===== src/rtl/qnigma_tcp_tx_seg_strm.sv =====
// qnigma_tcp_tx_seg_strm
//
// Splits queued TCP payload into MSS-sized segments and streams one segment at a time
// from the byte-wide payload RAM to the TX packet engine.
//
// Ports:
//   clk, rst        clock; synchronous active-high reset
//   pend, seq, len  payload pending, first unsent sequence number, bytes queued
//   mss             maximum segment size (0 = unlimited)
//   send            packet request to the TX engine
//   seg_seq/seg_len sequence number and length latched at segment start
//   req             TX engine asks for payload (header done)
//   addr            payload RAM read address (RAM has 1-cycle read latency)
//   val/last        payload byte valid / final byte of segment
//   sent            TX engine finished the packet
//   abort           cancel the segment in flight
//   done/tmo        1-cycle pulses: segment sent / watchdog expired
//   idle            no segment in progress
module qnigma_tcp_tx_seg_strm #(
    parameter int unsigned      D     = 10,
    parameter int unsigned      TMO_W = 16,
    parameter logic [TMO_W-1:0] TMO   = TMO_W'(50000)
) (
    input  logic         clk,
    input  logic         rst,
    input  logic         pend,
    input  logic [31:0]  seq,
    input  logic [15:0]  len,
    input  logic [15:0]  mss,
    output logic         send,
    output logic [31:0]  seg_seq,
    output logic [15:0]  seg_len,
    input  logic         req,
    output logic [D-1:0] addr,
    output logic         val,
    output logic         last,
    input  logic         sent,
    input  logic         abort,
    output logic         done,
    output logic         tmo,
    output logic         idle
);

    typedef enum logic [1:0] {StIdle, StSend, StStream, StDrain} state_e;

    // Watchdog fires on the TMO-th cycle spent in SEND or DRAIN.
    localparam logic [TMO_W-1:0] TmoLast = TMO - 1'b1;

    state_e           state_q, state_d;
    logic             send_q, send_d;
    logic [31:0]      seg_seq_q, seg_seq_d;
    logic [15:0]      seg_len_q, seg_len_d;
    logic [D-1:0]     addr_q, addr_d;
    logic             val_q, val_d;
    logic             last_q, last_d;
    logic             done_q, done_d;
    logic             tmo_q, tmo_d;
    logic             idle_q, idle_d;
    logic [15:0]      cnt_q, cnt_d;
    logic [TMO_W-1:0] wdog_q, wdog_d;
    logic             wdog_hit;

    assign wdog_hit = ((state_q == StSend) || (state_q == StDrain)) && (wdog_q == TmoLast);

    always_comb begin
        state_d   = state_q;
        send_d    = send_q;
        seg_seq_d = seg_seq_q;
        seg_len_d = seg_len_q;
        addr_d    = addr_q;
        val_d     = val_q;
        last_d    = last_q;
        cnt_d     = cnt_q;
        wdog_d    = '0;  // cleared unless the current state keeps counting
        done_d    = 1'b0;
        tmo_d     = 1'b0;

        if (abort) begin
            state_d = StIdle;
            send_d  = 1'b0;
            val_d   = 1'b0;
            last_d  = 1'b0;
            addr_d  = seq[D-1:0];
        end else if (wdog_hit) begin
            state_d = StIdle;
            send_d  = 1'b0;
            tmo_d   = 1'b1;
            addr_d  = seq[D-1:0];
        end else begin
            unique case (state_q)
                StIdle: begin
                    addr_d = seq[D-1:0];
                    if (pend && (len != '0)) begin
                        seg_seq_d = seq;
                        seg_len_d = ((mss != '0) && (mss < len)) ? mss : len;
                        send_d    = 1'b1;
                        state_d   = StSend;
                    end
                end
                StSend: begin
                    if (req) begin
                        send_d  = 1'b0;
                        val_d   = 1'b1;
                        last_d  = (seg_len_q == 16'd1);
                        addr_d  = addr_q + 1'b1;
                        cnt_d   = 16'd1;
                        state_d = StStream;
                    end else begin
                        wdog_d = wdog_q + 1'b1;
                    end
                end
                StStream: begin
                    addr_d = addr_q + 1'b1;
                    cnt_d  = cnt_q + 16'd1;
                    last_d = ((cnt_q + 16'd1) == seg_len_q);
                    if (cnt_q == seg_len_q) begin
                        val_d  = 1'b0;
                        last_d = 1'b0;
                        if (sent) begin
                            done_d  = 1'b1;
                            state_d = StIdle;
                        end else begin
                            state_d = StDrain;
                        end
                    end else if (sent) begin
                        // Engine finished before all bytes were streamed: drop without done.
                        val_d   = 1'b0;
                        last_d  = 1'b0;
                        state_d = StIdle;
                    end
                end
                StDrain: begin
                    if (sent) begin
                        done_d  = 1'b1;
                        state_d = StIdle;
                    end else begin
                        wdog_d = wdog_q + 1'b1;
                    end
                end
                default: state_d = StIdle;
            endcase
        end

        idle_d = (state_d == StIdle);
    end

    always_ff @(posedge clk) begin
        if (rst) begin
            state_q   <= StIdle;
            send_q    <= 1'b0;
            seg_seq_q <= '0;
            seg_len_q <= '0;
            addr_q    <= '0;
            val_q     <= 1'b0;
            last_q    <= 1'b0;
            done_q    <= 1'b0;
            tmo_q     <= 1'b0;
            idle_q    <= 1'b1;
            cnt_q     <= '0;
            wdog_q    <= '0;
        end else begin
            state_q   <= state_d;
            send_q    <= send_d;
            seg_seq_q <= seg_seq_d;
            seg_len_q <= seg_len_d;
            addr_q    <= addr_d;
            val_q     <= val_d;
            last_q    <= last_d;
            done_q    <= done_d;
            tmo_q     <= tmo_d;
            idle_q    <= idle_d;
            cnt_q     <= cnt_d;
            wdog_q    <= wdog_d;
        end
    end

    assign send    = send_q;
    assign seg_seq = seg_seq_q;
    assign seg_len = seg_len_q;
    assign addr    = addr_q;
    assign val     = val_q;
    assign last    = last_q;
    assign done    = done_q;
    assign tmo     = tmo_q;
    assign idle    = idle_q;

endmodule


===== config.mk =====
export PLATFORM = sky130hd
export DESIGN_NAME = qnigma_tcp_tx_seg_strm
export DESIGN_NICKNAME = d
export VERILOG_FILES = /design/src/rtl/qnigma_tcp_tx_seg_strm.sv
export SDC_FILE = /design/constraint.sdc
export NUM_CORES = 1
export LEC_CHECK = 0
export CAP_MARGIN = 10
export CORE_ASPECT_RATIO = 0.7
export CORE_MARGIN = 2
export CORE_UTILIZATION = 30
export DETAILED_ROUTE_END_ITERATION = 7
export DONT_BUFFER_PORTS = 1
export PLACE_DENSITY = 0.51
export SYNTH_ARGS = -nofsm -noshare
export SYNTH_HDL_FRONTEND = slang
export SYNTH_SLANG_ARGS = --single-unit

===== constraint.sdc =====
create_clock -name clk -period 3.2 [get_ports clk]
set_input_delay 0.16 -clock clk [delete_from_list [all_inputs] [get_ports clk]]
set_output_delay 0.16 -clock clk [all_outputs]
set_load 0.01 [all_outputs]

After elaboration in Yosys (flattened, before gate mapping):

Index checks and enable logic that the tools add are counted.

* $add $sub $neg: 3
* magnitude comparators: 1
* equality and inequality tests: 11
* muxes and demuxes: 33
* bitwise operators: 2
* reductions and logical operators: 19

Operator list (count)
* 16-bit 2-to-1 mux: 4
* 16-bit one-hot mux with 2 select lines: 2
* 16-bit by 1-bit adder with 16-bit output, second input constant: 2
* 16-bit == test: 2
* 16-bit nonzero test: 2
* 10-bit 2-to-1 mux: 3
* 10-bit one-hot mux with 3 select lines: 1
* 16-bit by 1-bit == test with 1-bit output, second input constant: 1
* 16-bit == test, second input constant: 1
* 16-bit < comparator: 1
* 2-bit 2-to-1 mux: 7
* 4-bit AND reduction: 3
* 1-bit 2-to-1 mux: 11
* 10-bit by 1-bit adder with 10-bit output, second input constant: 1
* 1-bit one-hot mux with 2 select lines: 4
* 2-bit one-hot mux with 4 select lines: 1
* 3-bit AND reduction: 2
* 5-bit nonzero test: 1
* 2-bit == test, second input constant: 2
* 2-bit zero test: 2
* 2-bit inequality test, second input constant: 2
* 4-bit inequality test, second input constant: 1
* 2-bit nonzero test: 2
* 1-bit logical AND: 3
* 7 further kinds: 8

* register bits after elaboration: 98
* output and inout bits: 64

Longest topological paths before layout:

Gate-level depths: netlist of run 1.

* depth in word-level cells: 7
* gate-level depth with buffers: 10
* mapped depth without buffers: 8

Worst setup path after synthesis of run 1:

Ideal clock, no wire load.

* path type: in2reg
* start: in len[10]
* end: reg seg_len_q[10], in the netlist seg_len[10]
* arrival: 1978 ps
* slack: 1085 ps
* cell stages on the path: 9
* path buffers: 1
* cells stage by stage: inv_1 ha_1 and4_1 a2111oi_2 o311ai_1 a21oi_2 buf_6 mux2i_1 a211oi_1

* longest elaborated chain between the ends: 3

RTL lines
* start, declared: RTL line 28 `input logic [15:0] len,`
* 16-bit < comparator / 16-bit nonzero test (equally long branches): RTL line 95, 93
* 1-bit logical AND, on equally long branches: RTL line 95, 93
* 16-bit 2-to-1 mux / 4-bit AND reduction (equally long branches)
* end signal, assigned: RTL line 165 `seg_len_q <= seg_len_d;`
* end, declared: RTL line 52 `logic [15:0] seg_len_q, seg_len_d;`

Several ways; a longest one is shown, not always the timed one.
A chain may end at the register's enable or synchronous reset.

Worst setup path in the final report of run 1:

* start: reg state_q[1]
* end: reg seg_seq_q[1], in the netlist seg_seq[1]

* longest elaborated chain between the ends: 5

RTL lines
* start, declared: RTL line 49 `state_e state_q, state_d;`
* start signal, assigned: RTL line 149 `state_q <= StIdle;`
* start signal, assigned: RTL line 162 `state_q <= state_d;`
* 2-bit by 1-bit == test with 1-bit output / 2-bit == test (equally long branches): RTL line 63 `assign wdog_hit = ((state_q == StSend) || (state_q == StDrain)) && (wdog_q == TmoLast);`
* 1-bit logical OR: RTL line 63
* 1-bit logical AND: RTL line 63
* 1-bit inverter (no line)
* 4-bit AND reduction (no line) *
* end signal, assigned: RTL line 164 `seg_seq_q <= seg_seq_d;`
* end, declared: RTL line 51 `logic [31:0] seg_seq_q, seg_seq_d;`

Every way passes the cells marked *; elsewhere a longest branch is shown, timed or not.

==> results of run 1 <==
critical path: cells and delay by family (launching register included):
family / cells / cell delay [ns]
simple gates: 3 / 1.33
flops: 1 / 0.34
compound gates: 2 / 0.39
fa+ha+maj: 1 / 0.31
buf+inv: 2 / 0.31
area by class of cell:
| type | instances | area, sq um |
|---|---|---|
| Clock buffer | 10 | 229.0 |
| Clock inverter | 6 | 48.80 |
| Fill cell | 1793 | 11150 |
| Inverter | 25 | 93.84 |
| Multi-Input combinational cell | 499 | 3142 |
| Sequential cell | 98 | 1962 |
| Tap cell | 231 | 289.0 |
| Timing Repair Buffer | 40 | 402.9 |
where the power goes:
group | switching (W) | total [W] | internal, W | leakage [nW]
Combinational | 0.000178 | 0.000332 | 0.000154 | 1.38
Clock | 0.000505 | 0.00104 | 0.000538 | 0.131
Sequential | 0.0000876 | 0.00135 | 0.00127 | 0.799
Total | 0.000771 | 0.00273 | 0.00196 | 2.31
flip-flops by register name, summed over array words and instances (netlist names):
| name | flops |
|---|---|
| idle | 1 |
| seg_len | 16 |
| send | 1 |
| seg_seq | 32 |
| cnt_q | 16 |
| tmo | 1 |
| wdog_q | 16 |
| val | 1 |
| last | 1 |
| addr | 10 |
| done | 1 |
| state_q | 2 |
per-layer routing:
layer	share of wire (%)	vias up
met5	0	-
met4	1.4	0
met3	10	16
met2	41	157
met1	47	2207
li1	-	2335
cell families (layout without fill, tap and decap cells):
group,after synthesis,after routing,synth area share (%)
AO/OA/AOI/OAI,116,116,14.36
XOR/XNOR,49,49,8.023
adder cells (fa/ha/maj),22,22,5.146
buffers and inverters,58,81,4.702
flip-flops,98,98,36.68
multiplexers,27,27,5.193
AND/OR/NAND/NOR,285,285,25.89
path summary, 6_finish.rpt:
path	start	endpoint	slack, ns	depth (start not counted)
setup / recovery	state_q[1]	seg_seq[1]	0.43	8
hold / removal	rst	val	0.03	2
setup reg to reg	state_q[1]	seg_seq[1]	0.43	8
hold reg to reg	wdog_q[0]	wdog_q[0]	0.48	1
Yosys cell counts (all sizes together), types with 2 or more instances:
master and n:
o21ai 11, xnor2 26, o21a 4, nor4 16
nand3b 3, a211oi 19, buf 14, o31ai 3
and3 10, clkbuf 19, and4 2, a31oi 4
a21oi 45, and2 3, nand3 16, dfxtp 98
nor2b 8, nand2 98, mux2 6, o22ai 2
inv 25, nand4 18, nor2 78, mux2i 21
or2 4, nand2b 6, a2111oi 5, nor4b 4
a21o 9, a22oi 5, nor3 12, xor2 23
or3 2, ha 22
timing repair:
action                                 4_1_cts  5_1_grt
endpoints found under the hold margin       60        0
setup buffers                                0        0
hold buffers                                34        0
layout by cell type (no fill, tap or decap), drive strengths merged, types with 18 or more instances in the layout:
cell type	instances
nand2	98
xor2	23
mux2i	21
dlygate4sd3	33
a211oi	19
inv	28
a21oi	45
nor2	78
ha	22
dfxtp	98
nand4	18
xnor2	26
metrics by stage:
step                      hold WS, ns  worst slack (ns)  area [sq um]
after floorplan                0.2738             1.085          5349
after global placement         0.2337            0.6081          5532
after detailed placement       0.2371            0.5213          5532
after CTS                     0.01119            0.4844          6167
after global routing          0.02336            0.1290          6167
final                         0.02739            0.4318          6167
==> reports/qor.txt, run 1 <==
outcome - finished, final reports clean
first-pass GRT wire length - 24700 um
post-synth top area share - 36.68%
met3 Track Usage GR - 7.230%
final setup fails - 0
Power Total - 0.002728 W
Hold Path Class - in -> reg
Residual DRC - 0
initial antenna violation count - 0
Mapped Cells - 655
Max Cap Violations - 0
worst path arrival time - 3.05 ns
max-slew violations - 0
Final #Nets - 765
Total GRT Usage - 16.73%
cell area power density - 442.4 nW/um^2
worst-path cell chain - inv_1 > ha_1 > o21ai_0 > nor4_4 > buf_4 > or3_1 > nand2_1 > a21oi_1
Vert. Die Dim - 115.7 um
Final Hold Violating Endpoints - 0
Crit. End Element - register
# rows - 40
Yosys reg bits - 98
clock-pin slew on the worst setup and hold paths - 0.07 ns
Critical Path Slowest Stage Cell - or3_1
met1 Track Usage GR - 22.10%
Core Area - 17320 sq um
vias in the first global route - 4637
CP peak stage delay - 0.88 ns
Max Clock Freq - 0.3612 GHz
Non-Filler Instances - 909
layer with the highest usage - met2
post-synth cell types - 60
clk_lat worst skew - 0.35 ns
Die W - 163.6 um
area leader, netlist - dfxtp_1
clock root buffer - clkbuf_16
ANT cells - 0
RSZ-0062 raised after global routing - false
relative slew slack - 23.43%
post-DR wirelength/cell - 16.94 um
synthesis-to-layout area growth - 15.30%
synthesized cell area - 5349 sq um
clk sinks - 98
Core Util, Final - 35.61%
YS warnings - 0
Avg Vias per Cell - 5.187
Starting Density - 30.89%
Clock Tree Buf Depth - 2
Period Utilization, post-route - 86.51%
layout cell share with drive strength beyond 1 - 5.457%
Leak - 2.314 nW
H-tree Lvls - 3
1st-iter DRT viols - 323
FFs w/ async S/R, synth - 0%
DR vias - 4715
routability-driven placement congestion ratio - 0.9339
PortBufs - 0
Main synth FF type - dfxtp_1
I/O pins - 134
final period demand of the worst path - 2.768 ns
Post-synth EDFFs - 0
critical path required time - 3.48 ns
Seq/Total Area, Yosys - 36.68%
VDD IR-drop max - 0.3532 mV
met2 global-route usage - 24.78%
grt total ovfl - 0
largest net degree at the start of global routing - 65
CTS tree - done
Synth Net Count - 747
crit path kind - reg -> reg
largest fanout on the critical path - 32
Post-Syn Area per Cell - 8.166 sq um
cts repair resizes - 0
Startpoint Class - register
Area contributors post-synth - dfxtp_1, nand2_1, nor2_1
WL final - 15400 um
Slew @ Worst Pin - 1.149 ns
die area - 18930 sq um
first drt pass iteration count - 5
Post-DRT Antenna Nets - 0
post-DP HPWL - 11270 um
Fin Clk Skew - 0.008068 ns
TritonCTS buffer count - 9
DP Cell Count - 859
setup TNS - 0 ns
No activity file was read; power rests on OpenSTA's default activity.
==> run 2, diff against run 1 <==
- CORE_ASPECT_RATIO: 0.7 -> 2
==> run 2 against run 1 <==
  * Sequential power about the same
  * Global-route usage shrank 1.2 points
  * Clock skew rose by 0.0022 ns
  * Wire length fell by 3.1%
  * Critical path type unchanged
  * Sequential share of layout area down 0.090 points
==> reports/qor.txt, run 2 (synthesized netlist as in run 1, its figures left out) <==
outcome - finished, final reports clean
Seq. cell area - 1962 sq um
DR vias - 4612
NetSw - 0.0007864 W
critical path required time - 3.50 ns
WL final - 14910 um
clk sinks - 98
clock root buffer - clkbuf_16
Residual DRC - 0
Power Internal - 0.002048 W
# rows - 69
Clock Tree Buf Depth - 2
TritonCTS buffer count - 9
setup TNS - 0 ns
Clock power frac - 40.8%
Worst Hold End - addr[2]
DP Cell Count - 841
largest net degree at the start of global routing - 65
WHS Path Cells - 3
Vert. Die Dim - 192.8 um
Starting Density - 30.37%
vias in the first global route - 4542
Slew @ Worst Pin - 0.6364 ns
routability-driven placement congestion ratio - 0.8844
first-pass GRT wire length - 23830 um
layout cell share with drive strength beyond 1 - 5.605%
Core Area - 17610 sq um
grt total ovfl - 0
critical hold path startpoint - seq[2]
post-DR wirelength/cell - 16.74 um
first drt pass iteration count - 4
Final #Nets - 765
Fill cells - 1887
VDD IR-drop max - 0.2243 mV
Fin Clk Skew - 0.01026 ns
ANT cells - 0
largest fanout on the critical path - 32
relative slew slack - 57.57%
Period Utilization, post-route - 90.76%
Comb pwr share - 11.5%
Largest register FFs - 32
synthesis-to-layout area growth - 15.63%
CTS tree - done
r2r setup slk - 0.30 ns
R2R depth - 9
Die W - 98.42 um
Hold Path Class - in -> reg
most frequent cells in the layout - nand2_1, dfxtp_1, nor2_1
cell area power density - 458.3 nW/um^2
Leak - 2.339 nW
H-tree Lvls - 3
final setup fails - 0
clk_lat worst skew - 0.35 ns
WHS - 0.03902 ns
Crit. End Element - register
Avg Vias per Cell - 5.176
Post-DRT Antenna Nets - 0
crit path kind - reg -> reg
Sw Share - 27.75%
I/O pins - 134
die area - 18980 sq um
Max Cap Violations - 0
Final Hold Violating Endpoints - 0
Total GRT Usage - 15.57%
max-slew violations - 0
clock-pin slew on the worst setup and hold paths - 0.08 ns
Max Clock Freq - 0.3443 GHz
PortBufs - 0
worst path arrival time - 3.20 ns
Post-CTS Setup Bufs - 0
final period demand of the worst path - 2.904 ns
RSZ-0062 raised after global routing - false
initial antenna violation count - 0
post-DP HPWL - 10960 um
1st-iter DRT viols - 196
Non-Filler Instances - 891
Sequential Power Share - 47.7%
reg2reg end - seg_seq[31]
Multi-input gate area - 3142 sq um
reg2reg start - state_q[1]
Startpoint Class - register
[run 2: cell types whose count changed in the layout (fill, tap and decap cells not counted), sizes merged]
cell      change
bufinv        +1
clkinvlp      -2
clkinv        +2
clkbuf        -1
[run 2: timing repair]
action,in CTS,in global routing
hold buffers,34,0
hold endpoints to repair,60,0
gates resized for setup,0,0
[run 2: power by group through the flow]
stage               registers [W]  clock network [W]  logic [W]
global placement          0.00138                  0   0.000274
finish                    0.00135            0.00116   0.000327
floorplan                 0.00135                  0   0.000244
CTS                       0.00135            0.00119   0.000330
detailed placement        0.00138                  0   0.000280
global route              0.00136            0.00123   0.000371
[run 2: worst max path at each step]
stage,from,endpoint,slack (ns),cells past startpoint
4_1_cts,state_q[1],seg_seq[31],0.31,9
3_3_place_gp,state_q[1],seg_seq[31],0.86,8
6_report,state_q[1],seg_seq[31],0.30,9
2_1_floorplan,len[10],seg_len[10],1.08,9
5_1_grt,state_q[1],seg_seq[31],0.09,9
3_5_place_dp,state_q[1],seg_seq[18],0.83,8
[run 2: cell type report]
type | count | share of cell area, %
Timing Repair Buffer | 40 | 6.514
Clock buffer | 9 | 3.642
Sequential cell | 98 | 31.72
Clock inverter | 7 | 1.497
Multi-Input combinational cell | 499 | 50.80
Tap cell | 213 | 4.309
Inverter | 25 | 1.517
[run 2: routing by layer]
metal  up-vias  GRT usage, %  wire length, um
li1       2329             -                -
met2       151         24.49             6806
met1      2119         20.36             6811
met4         0         4.215              157
met3        13         5.288             1137
met5         -             0                0
[run 2: worst max-delay path, stage by stage (launching register included)]
cell           delay [ns]
dfxtp_1              0.35
inv_1                0.11
ha_1                 0.33
o21ai_0              0.18
nor4_4               0.58
or3_1                0.19
buf_4                0.31
nand2_1              0.09
a21oi_1              0.14
dlygate4sd3_1        0.55
[run 2: stage by stage]
stage          utilization (%)  area (sq um)  total power, W  setup slack [ns]
6_report                 35.12          6185        0.002834            0.2956
5_1_grt                  35.12          6185        0.002966           0.09189
4_1_cts                  35.12          6185        0.002868            0.3073
3_5_place_dp             31.28          5509        0.001662            0.8288
3_3_place_gp             31.28          5509        0.001656            0.8554
2_1_floorplan                -          5349        0.001595             1.085
